### config.mk
export PLATFORM = sky130hd
export DESIGN_NAME = serial_cmd_initiator_flat
export DESIGN_NICKNAME = d
export VERILOG_FILES = /design/src/rtl/serial_cmd_initiator_pkg.sv /design/src/rtl/serial_cmd_initiator_if.sv /design/src/rtl/serial_cmd_initiator_timer.sv /design/src/rtl/serial_cmd_initiator.sv /design/src/flat_wrapper.sv
export SDC_FILE = /design/constraint.sdc
export NUM_CORES = 1
export LEC_CHECK = 0
export CAP_MARGIN = 20
export CELL_PAD_IN_SITES_DETAIL_PLACEMENT = 1
export CELL_PAD_IN_SITES_GLOBAL_PLACEMENT = 2
export CORE_MARGIN = 2
export CORE_UTILIZATION = 34
export CTS_BUF_LIST = sky130_fd_sc_hd__clkbuf_8
export CTS_CLUSTER_DIAMETER = 100
export DETAILED_ROUTE_END_ITERATION = 8
export GPL_ROUTABILITY_DRIVEN = 0
export MAX_ROUTING_LAYER = met4
export PLACE_DENSITY = 0.95
export SETUP_SLACK_MARGIN = 0.05
export SYNTH_ARGS = -nofsm -noshare
export SYNTH_HDL_FRONTEND = slang
export SYNTH_SLANG_ARGS = --single-unit
### constraint.sdc
create_clock -name clk -period 5.58 [get_ports clk]
set_clock_uncertainty 0.05 [all_clocks]
set_input_delay 1.116 -clock clk [delete_from_list [all_inputs] [get_ports clk]]
set_output_delay 1.116 -clock clk [all_outputs]
set_load 0.02 [all_outputs]
### src/rtl/serial_cmd_initiator_pkg.sv
// Shared definitions for the serial command initiator: opcodes, FSM states, byte widths.
package serial_cmd_pkg;

    localparam int unsigned BYTE_W = 8;
    localparam int unsigned NARGS_W = 3;
    localparam int unsigned NRESP_W = 4;

    localparam logic [BYTE_W-1:0] CMD_VERSION       = 8'd0;
    localparam logic [BYTE_W-1:0] CMD_DEADTICKS     = 8'd1;
    localparam logic [BYTE_W-1:0] CMD_FIRINGTICKS   = 8'd2;
    localparam logic [BYTE_W-1:0] CMD_TOGGLE_OUT    = 8'd3;
    localparam logic [BYTE_W-1:0] CMD_TOGGLE_CLKSRC = 8'd4;
    localparam logic [BYTE_W-1:0] CMD_SET_PHASE     = 8'd5;
    localparam logic [BYTE_W-1:0] CMD_MASK1         = 8'd6;
    localparam logic [BYTE_W-1:0] CMD_MASK2         = 8'd7;
    localparam logic [BYTE_W-1:0] CMD_PASSTHRU      = 8'd8;
    localparam logic [BYTE_W-1:0] CMD_READ_HIST     = 8'd10;
    localparam logic [BYTE_W-1:0] CMD_VETOLAST      = 8'd11;
    localparam logic [BYTE_W-1:0] CMD_RESET_PLL     = 8'd13;
    localparam logic [BYTE_W-1:0] CMD_VETO_CYCLES   = 8'd14;
    localparam logic [BYTE_W-1:0] CMD_CLK_AS_INPUT  = 8'd15;

    typedef enum logic [2:0] {
        ST_IDLE,
        ST_SEND,
        ST_GAP,
        ST_RECV,
        ST_DONE
    } cmd_state_t;

    function automatic logic [7:0] sat_inc8(input logic [7:0] v);
        return (v == 8'hFF) ? v : v + 8'd1;
    endfunction

endpackage

### src/rtl/serial_cmd_initiator_if.sv
// Command request, UART tx/rx handshake and response bundle for serial_cmd_initiator.
interface serial_cmd_initiator_if #(
    parameter int unsigned MAX_ARGS = 4,
    parameter int unsigned MAX_RESP = 8
);
    import serial_cmd_pkg::*;

    logic                         cmd_valid;
    logic                         cmd_ready;
    logic [BYTE_W-1:0]            cmd_opcode;
    logic [NARGS_W-1:0]           cmd_nargs;
    logic [BYTE_W*MAX_ARGS-1:0]   cmd_args;
    logic [NRESP_W-1:0]           cmd_nresp;
    logic                         txBusy;
    logic                         txStart;
    logic [BYTE_W-1:0]            txData;
    logic                         rxReady;
    logic [BYTE_W-1:0]            rxData;
    logic                         resp_valid;
    logic [BYTE_W*MAX_RESP-1:0]   resp_data;
    logic [NRESP_W-1:0]           resp_count;
    logic                         timeout;
    logic                         busy;

    modport master (
        input  cmd_valid, cmd_opcode, cmd_nargs, cmd_args, cmd_nresp,
               txBusy, rxReady, rxData,
        output cmd_ready, txStart, txData, resp_valid, resp_data,
               resp_count, timeout, busy
    );

    modport slave (
        output cmd_valid, cmd_opcode, cmd_nargs, cmd_args, cmd_nresp,
               txBusy, rxReady, rxData,
        input  cmd_ready, txStart, txData, resp_valid, resp_data,
               resp_count, timeout, busy
    );

endinterface

### src/rtl/serial_cmd_initiator_timer.sv
// Inactivity timer: expires after TIMEOUT_CYCLES enabled cycles without a clear.
module cmd_timeout_timer #(
    parameter int unsigned TIMEOUT_CYCLES = 50000000
) (
    input  logic clk,
    input  logic reset,
    input  logic clear,
    input  logic enable,
    output logic expired
);
    logic [31:0] count;

    always_ff @(posedge clk) begin
        if (reset || clear) begin
            count <= '0;
        end else if (enable) begin
            count <= count + 32'd1;
        end
    end

    // A clear in the expiry cycle wins, so a late byte suppresses the timeout.
    always_comb begin
        expired = enable && !clear && (count == 32'(TIMEOUT_CYCLES - 1));
    end

endmodule

### src/rtl/serial_cmd_initiator.sv
// Byte-serial command initiator: sends opcode+args over UART tx, collects the reply from rx.
// Define SERIAL_INIT_STATS_EN to add the stray_count/timeout_count statistics outputs.
module serial_cmd_initiator
    import serial_cmd_pkg::*;
#(
    parameter int unsigned MAX_ARGS       = 4,
    parameter int unsigned MAX_RESP       = 8,
    parameter int unsigned TIMEOUT_CYCLES = 50000000
) (
    input  logic                   clk,
    input  logic                   reset,
    serial_cmd_initiator_if.master bus
`ifdef SERIAL_INIT_STATS_EN
    ,
    output logic [7:0]             stray_count,
    output logic [7:0]             timeout_count
`endif
);
    localparam logic [NARGS_W-1:0] MAX_ARGS_L = NARGS_W'(MAX_ARGS);
    localparam logic [NRESP_W-1:0] MAX_RESP_L = NRESP_W'(MAX_RESP);

    cmd_state_t                 state;
    logic [BYTE_W-1:0]          opcode_q;
    logic [BYTE_W*MAX_ARGS-1:0] args_q;
    logic [NARGS_W-1:0]         nargs_q;
    logic [NARGS_W-1:0]         idx;
    logic [NRESP_W-1:0]         nresp_q;
    logic [BYTE_W-1:0]          tx_byte;
    logic                       tmr_clear;
    logic                       tmr_en;
    logic                       tmr_expired;

    always_comb begin
        tx_byte = opcode_q;
        for (int unsigned k = 0; k < MAX_ARGS; k++) begin
            if (idx == NARGS_W'(k + 1)) tx_byte = args_q[BYTE_W*k +: BYTE_W];
        end
    end

    always_comb begin
        tmr_en    = (state == ST_RECV);
        tmr_clear = (state != ST_RECV) || bus.rxReady;
    end

    cmd_timeout_timer #(
        .TIMEOUT_CYCLES(TIMEOUT_CYCLES)
    ) u_timer (
        .clk    (clk),
        .reset  (reset),
        .clear  (tmr_clear),
        .enable (tmr_en),
        .expired(tmr_expired)
    );

    always_ff @(posedge clk) begin
        if (reset) begin
            state          <= ST_IDLE;
            bus.txStart    <= 1'b0;
            bus.txData     <= '0;
            bus.resp_valid <= 1'b0;
            bus.resp_data  <= '0;
            bus.resp_count <= '0;
            bus.timeout    <= 1'b0;
            bus.busy       <= 1'b0;
            bus.cmd_ready  <= 1'b1;
            opcode_q       <= '0;
            args_q         <= '0;
            nargs_q        <= '0;
            nresp_q        <= '0;
            idx            <= '0;
        end else begin
            bus.txStart    <= 1'b0;
            bus.resp_valid <= 1'b0;
            case (state)
                ST_IDLE: begin
                    if (bus.cmd_valid && bus.cmd_ready) begin
                        opcode_q       <= bus.cmd_opcode;
                        args_q         <= bus.cmd_args;
                        nargs_q        <= (bus.cmd_nargs > MAX_ARGS_L) ? MAX_ARGS_L : bus.cmd_nargs;
                        nresp_q        <= (bus.cmd_nresp > MAX_RESP_L) ? MAX_RESP_L : bus.cmd_nresp;
                        bus.resp_data  <= '0;
                        bus.resp_count <= '0;
                        bus.timeout    <= 1'b0;
                        idx            <= '0;
                        bus.cmd_ready  <= 1'b0;
                        bus.busy       <= 1'b1;
                        state          <= ST_SEND;
                    end
                end
                ST_SEND: begin
                    if (!bus.txBusy) begin
                        bus.txData  <= tx_byte;
                        bus.txStart <= 1'b1;
                        state       <= ST_GAP;
                    end
                end
                ST_GAP: begin
                    if (idx < nargs_q) begin
                        idx   <= idx + NARGS_W'(1);
                        state <= ST_SEND;
                    end else if (nresp_q == '0) begin
                        state <= ST_DONE;
                    end else begin
                        state <= ST_RECV;
                    end
                end
                ST_RECV: begin
                    if (bus.rxReady) begin
                        for (int unsigned j = 0; j < MAX_RESP; j++) begin
                            if (bus.resp_count == NRESP_W'(j)) bus.resp_data[BYTE_W*j +: BYTE_W] <= bus.rxData;
                        end
                        bus.resp_count <= bus.resp_count + NRESP_W'(1);
                        if (bus.resp_count + NRESP_W'(1) == nresp_q) state <= ST_DONE;
                    end else if (tmr_expired) begin
                        bus.timeout <= 1'b1;
                        state       <= ST_DONE;
                    end
                end
                ST_DONE: begin
                    bus.resp_valid <= 1'b1;
                    bus.cmd_ready  <= 1'b1;
                    bus.busy       <= 1'b0;
                    state          <= ST_IDLE;
                end
                default: begin
                    bus.cmd_ready <= 1'b1;
                    bus.busy      <= 1'b0;
                    state         <= ST_IDLE;
                end
            endcase
        end
    end

`ifdef SERIAL_INIT_STATS_EN
    always_ff @(posedge clk) begin
        if (reset) begin
            stray_count   <= '0;
            timeout_count <= '0;
        end else begin
            if (bus.rxReady && (state != ST_RECV)) stray_count <= sat_inc8(stray_count);
            if ((state == ST_RECV) && tmr_expired) timeout_count <= sat_inc8(timeout_count);
        end
    end
`endif

endmodule

### src/flat_wrapper.sv
// flat-port wrapper written by rule: the top's interface ports become plain ports
module serial_cmd_initiator_flat import serial_cmd_pkg::*;
#(
    parameter int unsigned MAX_ARGS       = 4,
    parameter int unsigned MAX_RESP       = 8,
    parameter int unsigned TIMEOUT_CYCLES = 50000000
)
  (clk, reset, bus_cmd_valid, bus_cmd_opcode, bus_cmd_nargs, bus_cmd_args, bus_cmd_nresp, bus_txBusy, bus_rxReady, bus_rxData, bus_cmd_ready, bus_txStart, bus_txData, bus_resp_valid, bus_resp_data, bus_resp_count, bus_timeout, bus_busy);
  serial_cmd_initiator_if #(.MAX_ARGS(MAX_ARGS), .MAX_RESP(MAX_RESP)) bus_i ();
  input  logic clk;
  input  logic reset;
  input wire logic [$bits(bus_i.cmd_valid)-1:0] bus_cmd_valid;
  input wire logic [$bits(bus_i.cmd_opcode)-1:0] bus_cmd_opcode;
  input wire logic [$bits(bus_i.cmd_nargs)-1:0] bus_cmd_nargs;
  input wire logic [$bits(bus_i.cmd_args)-1:0] bus_cmd_args;
  input wire logic [$bits(bus_i.cmd_nresp)-1:0] bus_cmd_nresp;
  input wire logic [$bits(bus_i.txBusy)-1:0] bus_txBusy;
  input wire logic [$bits(bus_i.rxReady)-1:0] bus_rxReady;
  input wire logic [$bits(bus_i.rxData)-1:0] bus_rxData;
  output wire logic [$bits(bus_i.cmd_ready)-1:0] bus_cmd_ready;
  output wire logic [$bits(bus_i.txStart)-1:0] bus_txStart;
  output wire logic [$bits(bus_i.txData)-1:0] bus_txData;
  output wire logic [$bits(bus_i.resp_valid)-1:0] bus_resp_valid;
  output wire logic [$bits(bus_i.resp_data)-1:0] bus_resp_data;
  output wire logic [$bits(bus_i.resp_count)-1:0] bus_resp_count;
  output wire logic [$bits(bus_i.timeout)-1:0] bus_timeout;
  output wire logic [$bits(bus_i.busy)-1:0] bus_busy;
  assign bus_i.cmd_valid = bus_cmd_valid;
  assign bus_i.cmd_opcode = bus_cmd_opcode;
  assign bus_i.cmd_nargs = bus_cmd_nargs;
  assign bus_i.cmd_args = bus_cmd_args;
  assign bus_i.cmd_nresp = bus_cmd_nresp;
  assign bus_i.txBusy = bus_txBusy;
  assign bus_i.rxReady = bus_rxReady;
  assign bus_i.rxData = bus_rxData;
  assign bus_cmd_ready = bus_i.cmd_ready;
  assign bus_txStart = bus_i.txStart;
  assign bus_txData = bus_i.txData;
  assign bus_resp_valid = bus_i.resp_valid;
  assign bus_resp_data = bus_i.resp_data;
  assign bus_resp_count = bus_i.resp_count;
  assign bus_timeout = bus_i.timeout;
  assign bus_busy = bus_i.busy;
  serial_cmd_initiator #(.MAX_ARGS(MAX_ARGS), .MAX_RESP(MAX_RESP), .TIMEOUT_CYCLES(TIMEOUT_CYCLES)) u_core (.clk(clk), .reset(reset), .bus(bus_i));
endmodule
**After elaboration in Yosys (flattened, before gate mapping)**

Index checks and enable logic that the tools add are counted.

- Flip-flop bits (word level): 166
- Bits of input ports: 60

- Order comparisons: 3
- Muxes and demuxes: 40
- Reductions and logical operators: 28
- Equal/unequal tests: 34
- Bitwise logic cells: 3
- Add/subtract/negate cells: 3

Operators with widths:

| operator | number |
|---|---|
| 64-bit two-way mux | 2 |
| 64-bit case mux with 2 select lines | 1 |
| 8-bit two-way mux | 12 |
| 4-bit AND reduction | 10 |
| 32-bit by 1-bit adder with 32-bit output (second input constant) | 1 |
| 32-bit by 26-bit equality test with 1-bit output (second input constant) | 1 |
| 3-bit two-way mux | 10 |
| 2-bit by 1-bit inequality test with 1-bit output (second input constant) | 11 |
| 4-bit by 3-bit equality test with 1-bit output (second input constant) | 4 |
| 3-bit by 2-bit equality test with 1-bit output (second input constant) | 4 |
| 4-bit two-way mux | 3 |
| 3-bit case mux with 4 select lines | 1 |
| 3-bit by 2-bit inequality test with 1-bit output (second input constant) | 3 |
| 4-bit by 2-bit equality test with 1-bit output (second input constant) | 2 |
| 4-bit logical NOT | 2 |
| 4-bit case mux with 2 select lines | 1 |
| 3-bit by 1-bit equality test with 1-bit output (second input constant) | 2 |
| 3-bit equality test (second input constant) | 2 |
| 1-bit two-way mux | 6 |
| 2-bit inequality test (second input constant) | 3 |
| 1-bit case mux with 2 select lines | 3 |
| 3-bit case mux with 2 select lines | 1 |
| 2-bit AND reduction | 3 |
| 3-bit AND reduction | 2 |
| 15 further kinds | 21 |

**Logic depth before layout (Yosys ltp)**

- Depth in word-level cells: 8
- Mapped depth: 8
- Gate-level depth less buffers: 7

**Hierarchy**

A second synthesis with hierarchy kept.

- Cell total of the unflattened synthesis: 811
- Area total of the unflattened synthesis: 7,100.6 µm²

By module, submodules not included:

| module | sequential area each (µm²) | area each (µm²) | instances | cells each |
|---|---|---|---|---|
| serial_cmd_initiator | 2,682.6 | 5,586.6 | 1 | 633 |
| cmd_timeout_timer | 640.6 | 1,514.0 | 1 | 178 |

**Worst setup path after synthesis**

No wires, ideal clock.

- Path kind: input to register
- Start: input bus_rxReady
- End: register u_core.state[1]
- Path buffers: 1
- Arrival: 2.084 ns
- Setup slack: 3.329 ns
- Library setup time: 0.117 ns
- Stages on the path: 6
- Cells stage by stage: buf_2 > nor3_1 > nand4_1 > nor4_2 > nor2_1 > a22o_1

- Cells in the longest elaborated chain, start to end: 6

Ends and longest elaborated chain:

| item | RTL line | text |
|---|---|---|
| start, declared | flat_wrapper.sv:18 | `input wire logic [$bits(bus_i.rxReady)-1:0] bus_rxReady;` |
| 1-bit logical OR | serial_cmd_initiator.sv:42 | `tmr_clear = (state != ST_RECV) \|\| bus.rxReady;` |
| 1-bit logical NOT | serial_cmd_initiator_timer.sv:23 | `expired = enable && !clear && (count == 32'(TIMEOUT_CYCLES - 1));` |
| 1-bit logical AND (2 in a row) | serial_cmd_initiator_timer.sv:23 |  |
| 3-bit by 2-bit inequality test with 1-bit output (no line) | n/a |  |
| 4-bit AND reduction (no line) | n/a |  |
| end signal, assigned | serial_cmd_initiator.sv:57 | `state <= ST_IDLE;` |
| end signal, assigned | serial_cmd_initiator.sv:87 | `state <= ST_SEND;` |
| end signal, assigned | serial_cmd_initiator.sv:94 | `state <= ST_GAP;` |
| end, declared | serial_cmd_initiator.sv:22 | `cmd_state_t state;` |

Parallel ways exist; a longest one is shown, timed or not.
A chain may end at the register's enable or synchronous reset.

**Final worst setup path**

- Start: register u_core.bus.resp_count[2] (netlist name)
- End: output bus_resp_count[2]

RTL lines:

| item | RTL line | text |
|---|---|---|
| start, declared | serial_cmd_initiator_if.sv:29 | `resp_count, timeout, busy` |
| start signal, assigned | serial_cmd_initiator.sv:112 | `bus.resp_count <= bus.resp_count + NRESP_W'(1);` |
| end, declared | flat_wrapper.sv:25 | `output wire logic [$bits(bus_i.resp_count)-1:0] bus_resp_count;` |

No word-level cell between the ends.

==> impl_metrics.py <==
metrics = {
    "floorplanning": {
        "die_x_um": 148.9,
        "die_h_um": 148.9,
        "start_util": 0.3430,
        "boundaryPins": 141,
        "row_count": 53,
        "core_um2": 20820,
        "die-area_um2": 22180,
    },
    "timing": {
        "slew_violations": 0,
        "finalCritPeriodShare": 0.5786,
        "tns_ps": 0,
        "period_needed_ps": 3228,
        "hold_viol_final": 0,
        "setup_viol": 0,
        "tightestPinTransition_ps": 910.5,
        "max_freq_mhz": 309.8,
        "rsz0062_at_grt": "false",
        "slew-limit-headroom": 0.3914,
    },
    "setup_path": {
        "cp_cell_sequence": "clkdlybuf4s50_1",
        "critPathMaxFanout": 14,
        "slowest_stage": "dfxtp_1",
        "crit_path_end_kind": "output port",
        "cpLargestDelayFamily": "flip-flops",
        "slowest_delay_ps": 850,
        "cp.arrival_ps": 2060,
        "crit_type": "register to output port",
        "critPathLaunchType": "register",
        "critPathRequiredTime_ps": 4410,
        "critPathBufInv": 1,
    },
    "grt": {
        "grt_pass1_vias": 6340,
        "grt_pass1_wl_um": 34220,
        "antenna_found_initial": 1,
        "gr-total-overflow": 0,
        "grt_start_max_net_pins": 86,
        "grt_usage": 0.2005,
    },
    "power_and_ir_drop": {
        "ir_drop_mv": 0.1737,
        "swShare": 0.2839,
        "power.internal_w": 0.001749,
        "powerDensity_nw_per_um2": 268.6,
        "pwr-share-comb": 0.115,
        "power_w": 0.002443,
        "p_leak_nw": 3.025,
        "seq_power_share": 0.513,
        "p_sw_w": 0.0006935,
        "p_clk_frac": 0.372,
    },
    "routing": {
        "via_per_inst": 5.181,
        "firstDrtPassIters": 4,
        "num_vias": 6341,
        "wl_per_cell_um": 17.39,
        "wl_um": 21290,
        "drt.antenna.violating_nets": 0,
        "drtIter0Drc": 309,
        "drc": 0,
    },
    "finish": {
        "fin_util": 0.4368,
        "drive_gt1_frac": 0.08017,
        "fill_cells": 2497,
        "stdcell_count": 1224,
        "syn2layout_area_growth_pct": 27.35,
        "nNetsFinal": 1007,
    },
    "synth": {
        "synth_fp_nets": 900,
        "ys.warnings.count": 0,
        "synth_seq_cells": 166,
        "syn_avg_cell_area_um2": 8.625,
        "post-synth-top-count-cell": "dfxtp_1",
        "yosys.area.top_type": "dfxtp_1",
        "ys_types": 51,
        "synth_area_um2": 7142,
        "synth_edf_count": 0,
        "synth_common_cells": "166 x dfxtp_1, 134 x nand2_1, 118 x nor2_1",
        "synthCells": 828,
        "synth.area.top_cells": "dfxtp_1 47%, nand2_1 7.0%, a22oi_1 6.8%",
        "yosysTopAreaCellShare": 0.4653,
        "synthArstFlopShare": 0,
        "seq_area_frac_synth": 0.4653,
        "synthFlopType": "dfxtp_1",
    },
    "hold_path": {
        "hp-class": "register to register",
    },
    "status": {
        "outcome": "complete, no violations",
    },
    "clocking": {
        "cts_tree": "yes",
        "clock_latency_ps": 460,
        "clockBufferDepth": 2,
        "cts-root-buf": "clkbuf_8",
        "cts-resized-gates": 0,
        "cts_inserted_buffers": 17,
        "cts_hold_buf": 0,
        "cts_max_level": 4,
        "clock_sinks": 166,
        "cts_setup_buffers": 0,
        "clk_pin_slew_ps": 90,
    },
    "place": {
        "dp_hpwl_um": 14540,
        "place_inst": 1190,
        "numPortBuffers": 140,
    },
    "flow_run": {
        "cap_violations": 0,
    },
}
==> area by class of cell <==
cell class              instances  area [um^2]  area share
diodes                          1        2.502   0.0002751
well taps                     275        344.1     0.03783
inverters                      10        37.54    0.004127
multi-input cells             596         3522      0.3873
repair buffers                144         1449      0.1593
clock inverters                14        168.9     0.01857
flip-flops and latches        166         3323      0.3654
clock buffers                  18        247.7     0.02724
==> final timing paths <==
check,from,cells past startpoint,end,slack (ps)
hold / removal,u_core.args_q[15],2,u_core.args_q[15],400
setup / recovery,u_core.bus.resp_count[2],1,bus_resp_count[2],2350
setup reg to reg,u_core.bus.resp_count[2],5,u_core.bus.resp_data[63],3010
hold reg to reg,u_core.args_q[15],2,u_core.args_q[15],400
==> through the flow <==
| step | worst slack (ps) | hold slack [ps] | cell area, um^2 |
|---|---|---|---|
| final | 2352 | 403.1 | 9095 |
| after global routing | 2256 | 422.5 | 9095 |
| after CTS | 2335 | 403.8 | 9065 |
| after detailed placement | 2265 | 391.6 | 8648 |
| after global placement | 2329 | 373.0 | 8648 |
| after floorplan | 3329 | 363.0 | 7142 |
==> cell usage in the layout, fill, tap and decap left out, types with 6 or more instances in the layout <==
cell type / n
nand2_1: 134
and3_1: 8
o21ai_0: 8
nor4_2: 9
dfxtp_1: 166
a22oi_1: 65
or3b_2: 8
nor2_1: 118
nor3_1: 16
or3_1: 7
inv_1: 10
nand3b_1: 6
clkbuf_8: 18
clkdlybuf4s50_1: 139
ha_1: 12
xnor2_1: 23
a21oi_1: 74
xor2_1: 8
nand4_1: 8
o211ai_1: 9
nand3_1: 15
nand2b_1: 9
o311ai_0: 8
==> sequential cells by signal (all words and copies together), names as in the netlist <==
signal                 flops
u_core.args_q             32
u_core.bus.busy            1
u_core.bus.cmd_ready       1
u_core.bus.resp_count      4
u_core.bus.resp_data      64
u_core.bus.resp_valid      1
u_core.bus.timeout         1
u_core.bus.txData          8
u_core.bus.txStart         1
u_core.idx                 3
u_core.nargs_q             3
u_core.nresp_q             4
u_core.opcode_q            8
u_core.state               3
u_core.u_timer.count      32
==> cells by family (layout without fill, tap and decap cells) <==
kind of cell	Yosys count	in the layout	synth area share
and+or+nand+nor	375	375	0.2733
AOI/OAI and AO/OA	178	178	0.1600
DFF	166	166	0.4653
buffers and inverters	66	186	0.04240
xor gates and xnor gates	31	31	0.03802
adders and majority gates	12	12	0.02102
other	0	1	0
==> metal layers <==
layer | track usage | wire [um]
met5 | - | 0
met4 | 0.04095 | 224
met3 | 0.07034 | 1460
met2 | 0.3191 | 9908
met1 | 0.2473 | 9694
==> power by group through the flow <==
stage / Combinational [W] / Clock [W] / Sequential [W]
after floorplan: 0.000180 / 0 / 0.00127
after global placement: 0.000278 / 0 / 0.00128
after detailed placement: 0.000282 / 0 / 0.00128
after CTS: 0.000283 / 0.000931 / 0.00125
after global routing: 0.000312 / 0.000989 / 0.00126
final: 0.000280 / 0.000908 / 0.00125
(Power assumes the default switching activity.)
